$ cat config.mk
export PLATFORM = sky130hd
export DESIGN_NAME = hazard_ctrl
export DESIGN_NICKNAME = d
export VERILOG_FILES = /design/src/rtl/hazard_ctrl.sv
export SDC_FILE = /design/constraint.sdc
export NUM_CORES = 1
export LEC_CHECK = 0
export CAP_MARGIN = 0
export CORE_MARGIN = 3
export CORE_UTILIZATION = 41
export CTS_CLUSTER_SIZE = 25
export DETAILED_ROUTE_END_ITERATION = 16
export GPL_ROUTABILITY_DRIVEN = 0
export PLACE_DENSITY = 0.86
export SYNTH_ARGS = -nofsm -noshare
export SYNTH_HDL_FRONTEND = slang
export SYNTH_SLANG_ARGS = --single-unit
$ cat constraint.sdc
create_clock -name CLK -period 5.35 [get_ports CLK]
set_input_delay 1.605 -clock CLK [delete_from_list [all_inputs] [get_ports CLK]]
set_output_delay 1.605 -clock CLK [all_outputs]
set_load 0.01 [all_outputs]
$ cat src/rtl/hazard_ctrl.sv
// hazard_ctrl: forwarding selects, load-use / branch / stack-op stalls for the
// five-stage MIPS core with stack extensions.
module hazard_ctrl #(
    parameter int unsigned STK_CYCLES = 2
) (
    input  logic       CLK,
    input  logic       reset,
    input  logic [4:0] RsD,
    input  logic [4:0] RtD,
    input  logic [4:0] RsE,
    input  logic [4:0] RtE,
    input  logic [4:0] WriteRegE,
    input  logic [4:0] WriteRegM,
    input  logic [4:0] WriteRegW,
    input  logic       RegWriteE,
    input  logic       RegWriteM,
    input  logic       RegWriteW,
    input  logic       MemtoRegE,
    input  logic       MemtoRegM,
    input  logic       BranchD,
    input  logic       PushE,
    input  logic       PopE,
    output logic       StallF,
    output logic       StallD,
    output logic       FlushE,
    output logic [1:0] ForwardAE,
    output logic [1:0] ForwardBE,
    output logic       ForwardAD,
    output logic       ForwardBD,
    output logic       StkBusy
);

    // A two-cycle stack op needs only the stkstart bubble; longer ones park in STK.
    localparam bit         UseStk  = (STK_CYCLES > 32'd2);
    localparam logic [3:0] CntLoad = UseStk ? 4'(STK_CYCLES - 32'd3) : 4'd0;

    typedef enum logic {StRun, StStk} state_t;

    state_t     state_q, state_d;
    logic [3:0] cnt_q, cnt_d;

    logic m_fwd_rse, w_fwd_rse, m_fwd_rte, w_fwd_rte;
    logic m_fwd_rsd, m_fwd_rtd;
    logic lwstall, brstall, stkstart, hold;

    // Per-source match terms; register 0 is never a forwarding source.
    always_comb begin
        m_fwd_rse = RegWriteM && (WriteRegM != 5'd0) && (WriteRegM == RsE);
        w_fwd_rse = RegWriteW && (WriteRegW != 5'd0) && (WriteRegW == RsE);
        m_fwd_rte = RegWriteM && (WriteRegM != 5'd0) && (WriteRegM == RtE);
        w_fwd_rte = RegWriteW && (WriteRegW != 5'd0) && (WriteRegW == RtE);
        m_fwd_rsd = RegWriteM && (WriteRegM != 5'd0) && (WriteRegM == RsD);
        m_fwd_rtd = RegWriteM && (WriteRegM != 5'd0) && (WriteRegM == RtD);
    end

    // Hazard terms feeding the single hold signal.
    always_comb begin
        lwstall  = MemtoRegE && ((RtE == RsD) || (RtE == RtD));
        brstall  = BranchD &&
                   ((RegWriteE && (WriteRegE != 5'd0) &&
                     ((WriteRegE == RsD) || (WriteRegE == RtD))) ||
                    (MemtoRegM && (WriteRegM != 5'd0) &&
                     ((WriteRegM == RsD) || (WriteRegM == RtD))));
        stkstart = (state_q == StRun) && (PushE || PopE);
        hold     = lwstall || brstall || stkstart || (state_q == StStk);
    end

    // Stack sequencer next state: cnt counts the bubbles still owed after this one.
    always_comb begin
        state_d = state_q;
        cnt_d   = cnt_q;
        unique case (state_q)
            StRun: begin
                if (stkstart && UseStk) begin
                    state_d = StStk;
                    cnt_d   = CntLoad;
                end
            end
            StStk: begin
                if (cnt_q == 4'd0) begin
                    state_d = StRun;
                end else begin
                    cnt_d = cnt_q - 4'd1;
                end
            end
            default: begin
                state_d = StRun;
                cnt_d   = 4'd0;
            end
        endcase
    end

    // Sequencer state register; reset aborts any stack sequence in flight.
    always_ff @(posedge CLK or posedge reset) begin
        if (reset) begin
            state_q <= StRun;
            cnt_q   <= 4'd0;
        end else begin
            state_q <= state_d;
            cnt_q   <= cnt_d;
        end
    end

    // Outputs are forced low while reset is high, whatever the inputs do.
    always_comb begin
        StallF    = 1'b0;
        StallD    = 1'b0;
        FlushE    = 1'b0;
        ForwardAE = 2'b00;
        ForwardBE = 2'b00;
        ForwardAD = 1'b0;
        ForwardBD = 1'b0;
        StkBusy   = 1'b0;
        if (!reset) begin
            StallF    = hold;
            StallD    = hold;
            FlushE    = hold;
            ForwardAE = m_fwd_rse ? 2'b10 : (w_fwd_rse ? 2'b01 : 2'b00);
            ForwardBE = m_fwd_rte ? 2'b10 : (w_fwd_rte ? 2'b01 : 2'b00);
            ForwardAD = m_fwd_rsd;
            ForwardBD = m_fwd_rtd;
            StkBusy   = (state_q == StStk);
        end
    end

endmodule

==> results of run 1 <==
-- final cells by class --
cell class                      count  share of cell area [%]
Multi-Input combinational cell    101                    46.9
Sequential cell                     5                    7.67
Clock buffer                        4                    1.61
Inverter                            5                    1.15
Tap cell                           27                    2.07
Timing Repair Buffer               69                    40.6
-- per-stage QoR --
stage	instance area [um^2]	std cells	utilization, %	hold WS [ns]
floorplan	955	118	-	0.466
global placement	1600	207	76.7	0.484
detailed placement	1600	207	76.7	0.509
CTS	1620	211	77.9	0.519
global route	1630	211	78.4	0.526
finish	1630	211	78.4	0.509
-- cell families (layout without fill, tap and decap cells) --
| family | count (synthesis) | count (layout) |
|---|---|---|
| flops | 5 | 5 |
| simple gates | 39 | 39 |
| xor+xnor | 52 | 52 |
| fa+ha+maj | 1 | 1 |
| compound gates | 9 | 9 |
| buf+inv | 12 | 78 |
-- power groups by stage --
stage / registers (mW) / logic, mW / clock network, mW
6_report: 0.0380 / 0.105 / 0.0422
5_1_grt: 0.0379 / 0.113 / 0.0489
4_1_cts: 0.0380 / 0.105 / 0.0446
3_5_place_dp: 0.0385 / 0.105 / 0
3_3_place_gp: 0.0385 / 0.102 / 0
2_1_floorplan: 0.0385 / 0.0441 / 0
-- worst max-delay path, stage by stage --
cell	delay (ns)
sky130_fd_sc_hd__clkdlybuf4s50_1	0.45
sky130_fd_sc_hd__or4_4	0.58
sky130_fd_sc_hd__o21ai_4	0.17
sky130_fd_sc_hd__nor4_1	0.09
sky130_fd_sc_hd__nor3_1	0.17
sky130_fd_sc_hd__clkdlybuf4s50_1	0.57
-- timing repair --
action	4_1_cts	5_1_grt
pin swaps	0	1
setup endpoints to repair	2	4
gates resized for setup	1	4
-- placed cells by master, fill, tap and decap left out, drive strengths merged --
cell,netlist,layout
o31ai,1,1
clkdlybuf4s50,0,49
dlygate4sd2,0,1
xnor2,19,19
a21oi,1,1
nand3,10,10
or3,1,1
xor2,33,33
or4,4,4
o211ai,2,2
o21ai,3,3
dlymetal6s2s,0,4
ha,1,1
buf,6,15
inv,5,5
and2,2,2
nor2,1,1
clkbuf,1,4
nor2b,2,2
a31oi,1,1
dfrtp,5,5
nor3,9,9
nor4,6,6
nand2,4,4
a211oi,1,1
-- how the worst max path moves through the flow --
stage               slack, ns  cells after the start            to          from
floorplan                0.74                      6        StallD  WriteRegM[2]
global placement         0.06                      6  ForwardAE[0]  WriteRegM[1]
detailed placement      -0.01                      7        FlushE  WriteRegM[0]
CTS                      0.02                      6  ForwardAE[0]  WriteRegM[1]
global route             0.04                      7  ForwardAE[1]  WriteRegM[4]
finish                   0.10                      6  ForwardBE[0]  WriteRegM[1]
-- per-layer routing --
layer  up-vias  track usage (%)  share of wire, %
met5         -                0                 0
met4         0             8.30              0.95
met3         4             2.18               5.9
met2        35             46.2                51
met1       493             29.7                42
li1        534                -                 -
-- flip-flops by register name (all words and copies together) (netlist names) --
register,count
cnt_q,4
state_q,1
==> implementation parameters, run 1 <==
Parameter                              Value

Setup path
  Startpoint of the lowest-slack register-to-register path ... cnt_q[0]
  Element type at the critical path end ... primary output
  Required time of the critical path ... roughly 3.7 ns
  Path depth of the worst reg2reg path ... 6
  Worst-path fanout max ... 3
  Sort of element at the start of the critical path ... input pin
  Worst reg2reg endpoint ... cnt_q[3]
  Arrival @ worst endpoint ... roughly 3.6 ns
  Setup slack, reg-to-reg ... about 3.7 ns
  Critical path class ... input pin to primary output

STA
  Final critical-path required period ... between 5 and 6 ns
  Slew margin rel. ... 60.0%
  Achievable frequency ... roughly 190 MHz
  Final period util ... a little over nine tenths
  Final-report setup violation count ... 0
  Tightest Pin Transition ... roughly 0.6 ns
  Hold violation total from the final report ... 0
  Clock Skews ... 0.00172 ns
  RSZ-0062 raised after global routing ... false
  Crit path setup slack, layout ... between 0.1 and 0.15 ns
  Setup TNS Final ... 0 ns
  Pins Over Slew Limit ... 0

Layout
  # nets final ... ~230
  Sequential standard cell area ... 125 um^2
  Ant. Diodes ... 0
  Layout overhead on the synthesized area ... 70.9%
  Share of cells above drive strength 1 ... 12.5%
  Multi-input gate area ... 766 um^2
  Layout filler cell count ... 155

Logic synthesis
  Cell count after synthesis ... between 100 and 150
  Parity-gate share of the synthesized area counting xor and xnor cells ... a little under half
  Leading cell types by total area after synthesis ... sky130_fd_sc_hd__xor2_1, sky130_fd_sc_hd__xnor2_1, sky130_fd_sc_hd__dfrtp_1
  Dominant combinational cell family by area after synthesis ... XOR/XNOR gates
  Area fraction in compound gates after synthesis ... a little over 7%
  FFs w/ async S/R, synth ... 100%
  Commonest register cell after synthesis ... sky130_fd_sc_hd__dfrtp_1
  Count of unique library cells instantiated by Yosys ... 28
  Simple-gate share of the synthesized area ... 24.1%
  Commonest cells post-synth ... sky130_fd_sc_hd__xor2_1, sky130_fd_sc_hd__xnor2_1, sky130_fd_sc_hd__nand3_1
  Proportion of synthesized area in mux cells ... 0%
  Post-synthesis sequential area ratio ... a little over an eighth
  Post-synthesis adder-cell area fraction ... between 1 and 1.5%
  Most common cell in the synthesized netlist ... sky130_fd_sc_hd__xor2_1
  Synthesized flop and latch total ... 5
  Cell area after synthesis ... 955 um^2
  Yosys synthesis warning count ... 0
  Top-area cell type share of the netlist area ... ~30%
  Cell taking the most area after synthesis ... sky130_fd_sc_hd__xor2_1
  Mean instance size in the synthesized netlist ... approximately 8 um^2
  Number of synthesized flops with an enable pin ... 0
  Post-synth net total ... 164

Global routing
  Vias in the first global route ... 1,156
  Global-route total usage across every layer ... about a quarter
  Congestion Overflow GR ... 0
  Number of antenna violations at the first check in global routing ... 0
  Global-route wire length before repair ... around 5300 um
  Pin count of the biggest net entering global routing ... 8

Power and ir drop
  Peak VDD IR ... 0.169 mV
  Clock share of power ... a little under a quarter
  Internal cell power ... between 0.1 and 0.15 mW
  Part of the total power dissipated in sequential elements ... between 20% and 30%
  Leakage power ... approximately 0.70 nW
  Total net switching power ... around 0.058 mW
  Overall power consumption ... ~0.19 mW
  Share of total power consumed by net switching ... 31.4%
  Power per standard cell area ... approximately 110 nW/um^2
  Share of power burned in combinational logic ... about 57%

Placed design
  Setup Slack @ Placement ... -0.0115 ns
  Count of buffers from port buffering ... 54
  DP Wirelength ... approximately 2800 um

Clock network
  Num Clock Sinks ... 5
  Number of buffers created by CTS ... 3
  Max clock buf depth ... 2
  Post-CTS setup buffer count ... 0
  Clk Tree Root Cell ... sky130_fd_sc_hd__clkbuf_4
  CTS tree ... yes
  Hold buffers post-CTS ... 0
  Clock input transition at the sequential cells of the worst setup and hold paths ... approximately 0.040 ns
  Skew-Pair Late Insertion Delay ... between 0.2 and 0.25 ns
  CTS HTree Levels ... 1

Route
  TritonRoute pass-1 iters ... 4
  Remaining antenna violation count after routing ... 0
  Wirelength, routed ... 3260 um
  Final routed wire length divided by cell count ... 15.4 um
  Violation count after the first detailed-route iteration ... 14
  Total via count after detailed routing ... ~1,100
  Detailed-route vias per instance ... 5.05
  Number of remaining DRC errors ... 0

Floorplanning
  Die Area ... slightly below 3000 um^2
  Floorplan Core Area ... roughly 2100 um^2
  Floorplan row count ... 16
  Starting Density ... 45.9%
  Vert. Die Dim ... 54.3 um
  IO Pins ... 55
  Horizontal extent of the die ... between 50 and 60 um

Worst hold path
  Min-Delay Startpoint ... cnt_q[3]
  Number of stages on the worst hold path ... 1
  Worst hold-check path type ... flop to flop
  Worst Hold Endpoint ... cnt_q[3]

Run
  Max Cap Viol ... 0

Status
  Outcome ... complete, no violations
(Power assumes the default switching activity.)
==> run 2: changes to the inputs <==
CORE_UTILIZATION = 38   (was 41)
MAX_ROUTING_LAYER = met4   (was default)
PLACE_DENSITY = 0.8   (was 0.86)
clock period = 5.69 ns   (was 5.35 ns; I/O delays follow)
==> run 2 against run 1 <==
  * Utilization shrank 10 points
  * Largest cell class unchanged
  * First-iteration DRC count grew 43%
  * Hold slack lost 0.0064 ns
  * Critical endpoint is now ForwardAE[0]
  * Count of clock-buffer cells in the layout is the same
  * Flip-flop and latch count is the same
==> implementation parameters, run 2 (synthesized netlist as in run 1, its figures left out) <==
Parameter                              Value

Status
  Outcome ... complete, no violations (unchanged)

Layout
  Layout filler cell count ... 196 (was 155)
  Most frequent cells in the layout ... sky130_fd_sc_hd__clkdlybuf4s50_1, sky130_fd_sc_hd__xor2_1, sky130_fd_sc_hd__xnor2_1, sky130_fd_sc_hd__nand3_1, sky130_fd_sc_hd__nor3_1 (was sky130_fd_sc_hd__clkdlybuf4s50_1, sky130_fd_sc_hd__xor2_1, sky130_fd_sc_hd__xnor2_1, sky130_fd_sc_hd__buf_4, sky130_fd_sc_hd__nand3_1)
  # nets final ... 223 (was 231)
  Layout overhead on the synthesized area ... 64.1% (was 70.9%)
  Post-route design area ... 1570 um^2 (was 1630 um^2)
  Register name with the most flops ... cnt_q (unchanged)
  Max reg flops ... 4 (unchanged)
  Share of cells above drive strength 1 ... 8.52% (was 12.5%)
  Commonest non-fill, non-tap cell in the layout ... sky130_fd_sc_hd__clkdlybuf4s50_1 (unchanged)
  Registers with the most flip-flops ... cnt_q (4), state_q (1) (unchanged)
  Ant. Diodes ... 0 (unchanged)

Route
  Number of remaining DRC errors ... 0 (unchanged)
  TritonRoute pass-1 iters ... 4 (unchanged)
  Remaining antenna violation count after routing ... 0 (unchanged)
  Total via count after detailed routing ... 1,013 (was 1,066)
  Violation count after the first detailed-route iteration ... 20 (was 14)
  Wirelength, routed ... 2800 um (was 3260 um)
  Final routed wire length divided by cell count ... 13.7 um (was 15.4 um)
  Detailed-route vias per instance ... 4.97 (was 5.05)

Global routing
  Vias in the first global route ... 1,062 (was 1,156)
  Pin count of the biggest net entering global routing ... 8 (unchanged)
  Global-route total usage across every layer ... 18.8% (was 24.9%)
  Global-route wire length before repair ... 4730 um (was 5260 um)
  Congestion Overflow GR ... 0 (unchanged)
  Number of antenna violations at the first check in global routing ... 0 (unchanged)

Floorplanning
  Starting Density ... 41.6% (was 45.9%)
  Floorplan Core Area ... 2300 um^2 (was 2080 um^2)
  Die Area ... 3150 um^2 (was 2940 um^2)
  Horizontal extent of the die ... 56.1 um (was 54.3 um)
  Vert. Die Dim ... 56.1 um (was 54.3 um)
  Floorplan row count ... 17 (was 16)
  IO Pins ... 55 (unchanged)

Clock network
  Clock input transition at the sequential cells of the worst setup and hold paths ... 0.04 ns (about the same)
  Skew-Pair Late Insertion Delay ... 0.25 ns (was 0.24 ns)
  Hold buffers post-CTS ... 0 (unchanged)
  Max clock buf depth ... 2 (unchanged)
  Post-CTS setup buffer count ... 0 (unchanged)
  Clk Tree Root Cell ... sky130_fd_sc_hd__clkbuf_4 (unchanged)
  Number of buffers created by CTS ... 3 (unchanged)
  CTS HTree Levels ... 1 (unchanged)
  CTS tree ... yes (unchanged)
  Num Clock Sinks ... 5 (unchanged)

Setup path
  Required time of the critical path ... 3.98 ns (was 3.74 ns)
  Critical path class ... input pin to primary output (unchanged)
  Worst-path fanout max ... 4 (was 3)
  Sort of element at the start of the critical path ... input pin (unchanged)
  Arrival @ worst endpoint ... 3.84 ns (was 3.64 ns)
  Element type at the critical path end ... primary output (unchanged)

STA
  RSZ-0062 raised after global routing ... false (unchanged)
  Setup TNS Final ... 0 ns (unchanged)
  Final-report setup violation count ... 0 (unchanged)
  Tightest Pin Transition ... 0.632 ns (was 0.595 ns)
  Achievable frequency ... 180 MHz
  Slew margin rel. ... 57.5% (was 60.0%)
  Clock Skews ... 0.00649 ns (was 0.00172 ns)
  Final critical-path required period ... 5.54 ns
  Hold violation total from the final report ... 0 (unchanged)
  Pins Over Slew Limit ... 0 (unchanged)
  Final period util ... slightly below 100%

Placed design
  DP Wirelength ... 2460 um (was 2800 um)
  Area of placed instances ... 1540 um^2 (was 1600 um^2)
  Count of buffers from port buffering ... 54 (unchanged)

Worst hold path
  Worst hold-check path type ... flop to flop (unchanged)

Power and ir drop
  Power per standard cell area ... 109 nW/um^2 (was 114 nW/um^2)
  Peak VDD IR ... 0.105 mV (was 0.169 mV)
  Leakage power ... 0.616 nW (was 0.699 nW)

Run
  Max Cap Viol ... 0 (unchanged)
## run 2: changes by cell type in the layout (fill, tap and decap cells not counted)
cell	before	now
sky130_fd_sc_hd__buf_4	15	7
sky130_fd_sc_hd__dlymetal6s2s_1	4	1
sky130_fd_sc_hd__dlygate4sd2_1	1	0
sky130_fd_sc_hd__clkdlybuf4s50_1	49	53
## run 2: final cells by class
cell class	instances	area (um^2)	area share, %
flip-flops and latches	5	125	7.99
clock buffers	4	26.3	1.68
well taps	28	35.0	2.24
multi-input cells	101	766	48.9
repair buffers	61	596	38.0
inverters	5	18.8	1.20
## run 2: routing by layer
metal,routed length (um),track usage (%)
met1,1230,23.8
met4,11,4.41
met2,1310,30.9
met3,245,3.71
met5,0,-
## run 2: repair_timing
item | CTS | global route
hold endpoints to repair | 0 | 0
resized for setup | 0 | 1
endpoints found under the setup margin | 0 | 3
## run 2: metrics by stage
stage                     util (%)  std cells  hold WS, ns  power, mW  worst slack [ns]
after floorplan                  -        118        0.466     0.0777             0.880
after global placement        66.9        200        0.479      0.128             0.148
after detailed placement      66.9        200        0.491      0.129             0.141
after CTS                     68.1        204        0.503      0.173             0.141
after global routing          68.2        204        0.514      0.182            0.0121
final                         68.2        204        0.503      0.171             0.147
## run 2: path summary, 6_finish.rpt
path                                end          from  depth (start not counted)  slack [ns]
max reg2reg                    cnt_q[3]      cnt_q[0]                          6        4.02
max                        ForwardAE[0]  WriteRegM[1]                          6        0.15
min in group asynchronous      cnt_q[3]         reset                          3        1.83
min reg2reg                    cnt_q[0]      cnt_q[0]                          1        0.50
min                            cnt_q[0]      cnt_q[0]                          1        0.50
max in group asynchronous      cnt_q[0]         reset                          3        3.74
## run 2: power by group
part	internal, mW	total [mW]	switching, mW
clock network	0.0266	0.0419	0.0154
registers	0.0357	0.0357	0
logic	0.0545	0.0931	0.0385
## run 2: worst max-delay path, cell delays in order
cell and delay [ns]:
sky130_fd_sc_hd__clkdlybuf4s50_1 0.44, sky130_fd_sc_hd__or4_4 0.57, sky130_fd_sc_hd__o21ai_4 0.19, sky130_fd_sc_hd__nor4_2 0.08
sky130_fd_sc_hd__nor4_2 0.27, sky130_fd_sc_hd__clkdlybuf4s50_1 0.58
